### config.mk
export PLATFORM = sky130hd
export DESIGN_NAME = fb_scanout
export DESIGN_NICKNAME = d
export VERILOG_FILES = /design/src/rtl/fb_scanout.sv
export SDC_FILE = /design/constraint.sdc
export NUM_CORES = 1
export LEC_CHECK = 0
export BUFFER_PORTS_ARGS = -buffer_cell sky130_fd_sc_hd__clkbuf_2
export CORE_MARGIN = 10
export CORE_UTILIZATION = 35
export CTS_CLUSTER_DIAMETER = 150
export DETAILED_ROUTE_END_ITERATION = 16
export REMOVE_ABC_BUFFERS = 1
export SLEW_MARGIN = 20
export SYNTH_ARGS = -nofsm -noshare
export SYNTH_HDL_FRONTEND = slang
export SYNTH_SLANG_ARGS = --single-unit
### constraint.sdc
create_clock -name clock -period 3.7 [get_ports clock]
set_input_delay 0.555 -clock clock [delete_from_list [all_inputs] [get_ports clock]]
set_output_delay 0.555 -clock clock [all_outputs]
set_load 0.05 [all_outputs]
### src/rtl/fb_scanout.sv
// fb_scanout: framebuffer read side, prefetches RGB565 words into a FIFO and serves 8:8:8 pixels
module fb_scanout #(
    parameter int                H_ACTIVE   = 640,
    parameter int                V_ACTIVE   = 480,
    parameter int                ADDR_W     = 20,
    parameter logic [ADDR_W-1:0] FB_BASE    = '0,
    parameter int                FIFO_DEPTH = 16
) (
    input  logic              clock,
    input  logic              reset,
    input  logic              frame_start,
    output logic              mem_req,
    output logic [ADDR_W-1:0] mem_addr,
    input  logic              mem_gnt,
    input  logic              mem_rvalid,
    input  logic [15:0]       mem_rdata,
    input  logic              pixel_ready,
    output logic              pixel_valid,
    output logic [7:0]        r_out,
    output logic [7:0]        g_out,
    output logic [7:0]        b_out,
    output logic              frame_done,
    output logic              underflow
);
    localparam int TOTAL = H_ACTIVE * V_ACTIVE;
    localparam int IDX_W = $clog2(TOTAL + 1);
    localparam int PTR_W = $clog2(FIFO_DEPTH);
    localparam int CNT_W = PTR_W + 1;

    typedef enum logic [1:0] {IDLE, ACTIVE, FLUSH} state_t;

    state_t            state, state_nx;
    logic [IDX_W-1:0]  fetch_idx, pop_idx;
    logic [CNT_W-1:0]  outstanding, fifo_count, in_flight, out_nx;
    logic [PTR_W-1:0]  wr_ptr, rd_ptr;
    logic [15:0]       fifo_mem [FIFO_DEPTH];
    logic [15:0]       head;
    logic              active, grant, ret, push, pop, abort, last_pop, restart;

    // Credits count both buffered words and words still in flight, so a
    // grant is only issued when its return is guaranteed a FIFO slot.
    assign active      = state == ACTIVE;
    assign in_flight   = fifo_count + outstanding;
    assign mem_req     = active && fetch_idx < IDX_W'(TOTAL) && in_flight < CNT_W'(FIFO_DEPTH);
    assign mem_addr    = FB_BASE + ADDR_W'(fetch_idx);
    assign grant       = mem_req && mem_gnt;
    assign ret         = mem_rvalid && outstanding != '0;
    assign abort       = active && frame_start;
    assign pixel_valid = active && fifo_count != '0;
    assign push        = active && ret && !abort;
    assign pop         = pixel_valid && pixel_ready && !abort;
    assign last_pop    = pop && pop_idx == IDX_W'(TOTAL - 1);
    assign out_nx      = outstanding + CNT_W'(grant) - CNT_W'(ret);
    assign restart     = (state == IDLE && frame_start) || abort || (state == FLUSH && out_nx == '0);

    // Colour expansion replicates the top bits so full-scale maps to 0xFF.
    assign head  = fifo_mem[rd_ptr];
    assign r_out = pixel_valid ? {head[15:11], head[15:13]} : 8'h00;
    assign g_out = pixel_valid ? {head[10:5], head[10:9]} : 8'h00;
    assign b_out = pixel_valid ? {head[4:0], head[4:2]} : 8'h00;

    // Next state: an abort waits in FLUSH until every in-flight return has drained.
    always_comb begin
        state_nx = state;
        case (state)
            IDLE:    state_nx = frame_start ? ACTIVE : IDLE;
            ACTIVE:  state_nx = abort ? ((out_nx != '0) ? FLUSH : ACTIVE) : (last_pop ? IDLE : ACTIVE);
            FLUSH:   state_nx = (out_nx == '0) ? ACTIVE : FLUSH;
            default: state_nx = IDLE;
        endcase
    end

    // State register.
    always_ff @(posedge clock or negedge reset) begin
        if (!reset) state <= IDLE;
        else state <= state_nx;
    end

    // Fetch/pop counters, FIFO pointers and status flags.
    always_ff @(posedge clock or negedge reset) begin
        if (!reset) begin
            fetch_idx   <= '0;
            pop_idx     <= '0;
            outstanding <= '0;
            fifo_count  <= '0;
            wr_ptr      <= '0;
            rd_ptr      <= '0;
            frame_done  <= 1'b0;
            underflow   <= 1'b0;
        end else begin
            outstanding <= out_nx;
            fetch_idx   <= restart ? '0 : fetch_idx + IDX_W'(grant);
            pop_idx     <= restart ? '0 : pop_idx + IDX_W'(pop);
            wr_ptr      <= abort ? '0 : wr_ptr + PTR_W'(push);
            rd_ptr      <= abort ? '0 : rd_ptr + PTR_W'(pop);
            fifo_count  <= abort ? '0 : fifo_count + CNT_W'(push) - CNT_W'(pop);
            frame_done  <= last_pop && !abort;
            underflow   <= underflow || (active && pixel_ready && fifo_count == '0);
        end
    end

    // FIFO storage; contents are don't-care while empty, outputs are masked.
    always_ff @(posedge clock) begin
        if (push) fifo_mem[wr_ptr] <= mem_rdata;
    end
endmodule
==> results of run 1 <==
-- sequential cells by signal (all words and copies together), names as in the netlist --
register     count
fetch_idx       19
fifo_count       5
fifo_mem       256
frame_done       1
outstanding      5
pop_idx         19
rd_ptr           4
state            2
underflow        1
wr_ptr           4
-- final cells by class --
type	count	area, sq um
Clock buffer	45	933
Antenna cell	1	2.50
Sequential cell	316	9190
Tap cell	468	586
Inverter	23	87.6
Fill cell	3220	21200
Timing Repair Buffer	119	918
Multi-Input combinational cell	346	3670
Clock inverter	16	148
-- worst paths after layout --
path / from / endpoint / slack, ns / cells past startpoint
min in group asynchronous: reset / rd_ptr[0]$_DFF_PN0_ / 0.50 / 2
max in group asynchronous: reset / fetch_idx[10]$_DFF_PN0_ / 2.28 / 3
setup reg to reg: fifo_count[3]$_DFF_PN0_ / pop_idx[12]$_DFF_PN0_ / 0.08 / 18
hold reg to reg: underflow$_DFF_PN0_ / underflow$_DFF_PN0_ / 0.48 / 1
setup / recovery: fifo_count[3]$_DFF_PN0_ / pop_idx[12]$_DFF_PN0_ / 0.08 / 18
hold / removal: pixel_ready / underflow$_DFF_PN0_ / 0.28 / 3
-- cells in the mapped netlist, types with 9 or more instances --
library cell	n
nand2_1	15
xor2_1	28
buf_4	9
nor2b_1	21
mux4_2	80
buf_6	9
edfxtp_1	256
inv_1	19
dfrtp_1	60
buf_2	9
xnor2_1	20
nand3_1	23
ha_1	23
clkbuf_1	9
and2_1	9
nor2_1	69
-- cells by family (layout without fill, tap and decap cells) --
kind of cell | Yosys count | after routing | share of synthesized area
muxes | 80 | 80 | 0.138
xor gates and xnor gates | 48 | 48 | 0.0322
and+or+nand+nor | 176 | 176 | 0.0679
buffers and inverters | 60 | 203 | 0.0258
AOI/OAI and AO/OA | 16 | 16 | 0.00813
adders and majority gates | 25 | 25 | 0.0251
other | 1 | 2 | 0.000287
DFF | 316 | 316 | 0.703
-- cells in the final DEF, fill, tap and decap left out, types with 4 or more instances in the layout --
cell         n
inv_1       18
and4_1       4
buf_4       34
clkbuf_1     8
nor2_1      56
nand3_1     23
buf_12      10
nand2b_1     4
clkinv_2     7
and3_1       8
nor3_2       4
xor2_1      28
edfxtp_1   256
a21oi_1      5
and2_1       9
mux4_2      80
nor2_2      13
clkinv_1     4
xnor2_1     19
inv_2        4
nand2_1     15
clkbuf_2    68
nand4_1      7
clkbuf_16   38
dfrtp_1     58
nor2b_1     21
ha_1        22
-- tightest hold or removal path: stages --
cell and delay, ns:
clkbuf_2 0.10, nand2_1 0.06, o21bai_1 0.05
-- power breakdown --
group / internal, mW / switching (mW) / total, mW
Clock: 1.87 / 1.38 / 3.25
Combinational: 1.29 / 1.60 / 2.89
Sequential: 3.99 / 0.0994 / 4.09
-- what timing repair did --
item,4_1_cts,5_1_grt
hold endpoints to repair,15,0
cloned,2,3
buffers inserted,3,6
endpoints found under the setup margin,35,38
gates resized for setup,6,14
hold buffers,1,0
pin swaps,3,6
-- routing by layer --
metal  track usage  vias to the layer above
li1              -                     3014
met1         0.163                     3473
met2         0.197                      130
met3        0.0257                       31
met4        0.0284                        0
met5             0                        -
==> impl_metrics.yaml, run 1 <==
synthesis:
  synth_area_leader_cell: "edfxtp_1"
  ys_seq_area_frac: 0.703
  syn_area_sq_mm: 0.0131
  syn_avg_cell_area_sq_um: 18.1
  synthCells: 722
  async_flop_share: 0.190
  synth_top_area_share: 0.588
  ys_seq_elements: 316
  synth_cell_type_count: 41
  synth_ff_type: "edfxtp_1"
  synth.area.top_cells: "edfxtp_1 59%, mux4_2 14%, dfrtp_1 11%, ha_1 2.2%, nor2_1 2.0%"
  synth_warnings: 0
  synth_edf_count: 256
clocking:
  cts_tree: "yes"
  cts-root-buf: "clkbuf_16"
  clockBufferDepth: 3
  clock-sinks: 316
  clk_pin_slew_ns: 0.06
  cts_max_level: 2
  insertion_delay_ns: 0.53
  cts_buffers: 35
placement:
  dpl.hpwl_um: 16400
  port_buffers: 68
  preCtsSetupSlack_ns: 0.0534
  gp_congestion: 0.779
  place_area_sq_mm: 0.0142
  dp.cells: 1257
worst_setup_path:
  crit_top_cell: "ha_1"
  start_kind: "flip-flop"
  endpoint_kind: "flip-flop"
  cpPeakStageDelay_ns: 0.40
  path_cells: "ha_1, a21oi_1, o21ai_1, xnor2_1, and3_1, nand2_1, ha_1, inv_1, ha_2, inv_2, fa_2, nand2b_4, a21oi_4, xnor2_2, o41ai_4, buf_6, clkbuf_16, nor2_1"
  required_ns: 4.10
  path_buf_inv: 4
  crit_family: "adder cells"
  slowest_stage: "dfrtp_1"
  path_class: "reg -> reg"
  cp_max_fo: 5
  critPathArrivalTime_ns: 4.02
power_and_ir_drop:
  powerDensity_mw_per_mm2: 658
  ir_drop_mv: 0.387
  p_leak_nw: 5.50
  power_mw: 10.2
layout:
  utilization: 0.423
  syn2layout_area_growth_pct: 18.8
  final_area_sq_mm: 0.0155
  drive_gt1_frac: 0.324
  final_nets: 888
  final_cells: 1334
sta:
  worstMarginPinSlew_ns: 0.647
  grt_setup_unrepaired: "true"
  fmax_ghz: 0.276
  drv_slew: 0
  fin_worst_skew_ns: 0.0268
  post-route-min-period_ns: 3.62
  slew_headroom: 0.568
  period_share: 0.978
  whs_ns: 0.279
  setup_viol: 0
  fin_ws_ns: 0.0799
  setup_tns_ns: 0
  hold_violations: 0
global_route:
  grt_pass1_wl_um: 41700
  grt_pass1_vias: 6879
  antenna_found_initial: 0
  grt_max_degree: 46
  gr-total-overflow: 0
  track_usage: 0.121
floorplanning:
  die-width_um: 213
  ioPinCount: 70
  die_y_um: 213
  die_area_sq_mm: 0.0455
  initial_core_util: 0.356
  core_sq_mm: 0.0367
  core.rowCount: 70
drt:
  post_drt_wl_per_cell_um: 20.4
  wl_um: 27300
  vias: 6648
  viasPerCell: 4.98
  drtIter0Drc: 430
  dr_wl_met3_um: 1430
  routed-wl-met2_um: 13400
  drc: 0
  wl_met1_um: 12000
  ant_nets: 0
  first_pass_iters: 4
  highest_layer: "met4"
outcome:
  status: "finished clean"
hold_path:
  min_path_type: "in -> reg"
flow_run:
  cap_violations: 0
Note: power is estimated with default switching activity, not from simulation.
==> inputs of run 2 (changes only) <==
--- a/config.mk
+++ b/config.mk
@@ -7,9 +7,10 @@
 export LEC_CHECK = 0
 export BUFFER_PORTS_ARGS = -buffer_cell sky130_fd_sc_hd__clkbuf_2
 export CORE_MARGIN = 10
-export CORE_UTILIZATION = 35
+export CORE_UTILIZATION = 55
 export CTS_CLUSTER_DIAMETER = 150
 export DETAILED_ROUTE_END_ITERATION = 16
+export PLACE_DENSITY = 0.76
 export REMOVE_ABC_BUFFERS = 1
 export SLEW_MARGIN = 20
 export SYNTH_ARGS = -nofsm -noshare
==> run 2 against run 1 <==
Compared with the run above: clock skew fell by 0.018 ns; sequential share of layout area rose by 1.2 points; power fell by 1.5%; critical path type unchanged; largest cell class unchanged.
==> impl_metrics.yaml, run 2 (synthesis results as in run 1) <==
worst_setup_path:
  path_cells: "buf_4, buf_4, or4b_1, and2_1, ha_1, inv_1, ha_2, inv_2, fa_2, inv_2, nor3_4, inv_2, o41ai_4, buf_6, clkbuf_16, nor2_2"
  required_ns: 4.13
  crit_top_cell: "inv_2"
  cpPeakStageDelay_ns: 0.53
  path_class: "reg -> reg"
  cp_max_fo: 6
  slowest_stage: "fa_2"
  endpoint_kind: "flip-flop"
  critPathArrivalTime_ns: 4.06
  ff2ff_path_depth: 16
  start_kind: "flip-flop"
layout:
  final_cell_mix: "256 x edfxtp_1, 80 x mux4_2, 67 x clkbuf_2"
  final_nets: 885
  n_antenna_cell: 0
  largest_register_ffs: 256
  drive_gt1_frac: 0.311
  largest-register: "fifo_mem"
  utilization: 0.651
  mostFrequentLayoutCell: "edfxtp_1"
  reg_top3: "fifo_mem (256), fetch_idx (19), pop_idx (19)"
  syn2layout_area_growth_pct: 16.5
clocking:
  clockBufferDepth: 3
  insertion_delay_ns: 0.54
  cts-root-buf: "clkbuf_16"
  cts_max_level: 1
  cts_tree: "yes"
  cts_buffers: 30
  clk_pin_slew_ns: 0.06
  cts_hold_buf: 0
  clock-sinks: 316
sta:
  post-route-min-period_ns: 3.63
  hold_violations: 0
  worstMarginPinSlew_ns: 0.926
  slew_headroom: 0.383
  drv_slew: 0
  fin_ws_ns: 0.0741
  period_share: 0.980
  fin_worst_skew_ns: 0.00896
  grt_setup_unrepaired: "true"
  setup_viol: 0
  fmax_ghz: 0.276
  whs_ns: 0.154
global_route:
  track_usage: 0.181
  grt_pass1_wl_um: 42700
  gr-total-overflow: 0
  grt_pass1_vias: 7182
  grt_max_degree: 41
  antenna_found_initial: 0
hold_path:
  min_path_type: "in -> async"
floorplanning:
  core.rowCount: 56
  initial_core_util: 0.559
  die_y_um: 174
  die_area_sq_mm: 0.0303
  die-width_um: 174
  core_sq_mm: 0.0234
  ioPinCount: 70
power_and_ir_drop:
  power_mw: 10.1
  powerDensity_mw_per_mm2: 662
  combPwrFrac: 0.285
  switchingPower_mw: 2.95
  intPower_mw: 7.13
  p_leak_nw: 5.45
  p_clk_frac: 0.304
  p_sw_frac: 0.293
  ir_drop_mv: 0.627
  seqPwrFrac: 0.411
placement:
  preCtsSetupSlack_ns: 0.0108
  dpl.hpwl_um: 16500
  port_buffers: 68
  gp_congestion: 0.867
drt:
  wl_um: 28000
  post_drt_wl_per_cell_um: 23.8
  ant_nets: 0
  first_pass_iters: 5
  drtIter0Drc: 599
  drc: 0
  vias: 6832
  viasPerCell: 5.80
flow_run:
  cap_violations: 0
outcome:
  status: "finished clean"
## run 2: final cells by class
cell class | count | area, sq um
repair buffers | 121 | 930
multi-input cells | 346 | 3640
flip-flops and latches | 316 | 9190
clock buffers | 40 | 830
fillers | 1570 | 8170
well taps | 319 | 399
clock inverters | 13 | 159
inverters | 23 | 86.3
## run 2: path summary, 6_finish.rpt
| path | start | end | slack, ns |
|---|---|---|---|
| max | outstanding[1]$_DFF_PN0_ | fetch_idx[16]$_DFF_PN0_ | 0.07 |
| min | reset | fifo_count[2]$_DFF_PN0_ | 0.15 |
| max reg2reg | outstanding[1]$_DFF_PN0_ | fetch_idx[16]$_DFF_PN0_ | 0.07 |
| min reg2reg | underflow$_DFF_PN0_ | underflow$_DFF_PN0_ | 0.50 |
| max in group asynchronous | reset | pop_idx[7]$_DFF_PN0_ | 2.72 |
| min in group clock | pixel_ready | underflow$_DFF_PN0_ | 0.30 |
## run 2: per-layer routing
| metal | vias to the layer above | global-route usage | wire length, um |
|---|---|---|---|
| li1 | 2991 | - | - |
| met1 | 3555 | 0.224 | 10800 |
| met2 | 233 | 0.313 | 14800 |
| met3 | 53 | 0.0336 | 1730 |
| met4 | 0 | 0.0602 | 752 |
| met5 | - | 0 | 0 |
## run 2: worst max-delay path: cells and delay by family (launching register included)
family                   cells  cell delay [ns]
AO/OA/AOI/OAI                1             0.35
flip-flops                   1             0.41
AND/OR/NAND/NOR              4             0.88
buffers and inverters        8             0.90
adder cells (fa/ha/maj)      3             0.99
## run 2: power by group through the flow
| stage | Combinational, mW | Clock [mW] | Sequential (mW) |
|---|---|---|---|
| 2_1_floorplan | 1.72 | 0 | 4.35 |
| 6_report | 2.87 | 3.07 | 4.14 |
| 3_5_place_dp | 2.53 | 0 | 4.24 |
| 5_1_grt | 3.10 | 3.26 | 4.15 |
| 3_3_place_gp | 2.46 | 0 | 4.23 |
| 4_1_cts | 2.59 | 3.12 | 4.17 |
## run 2: repair_timing
| action | CTS | global route |
|---|---|---|
| buffers inserted | 0 | 17 |
| pin swaps | 0 | 10 |
| resized for setup | 1 | 19 |
| endpoints found under the setup margin | 10 | 42 |
| cloned | 0 | 5 |
## run 2: stage by stage
step,std cells,setup TNS (ns),cell area [sq um]
2_1_floorplan,685,-130.95,12800
6_report,1178,0,15200
4_1_cts,1156,0,15000
3_5_place_dp,1103,0,14000
5_1_grt,1178,-1.42,15200
3_3_place_gp,1103,0,14000
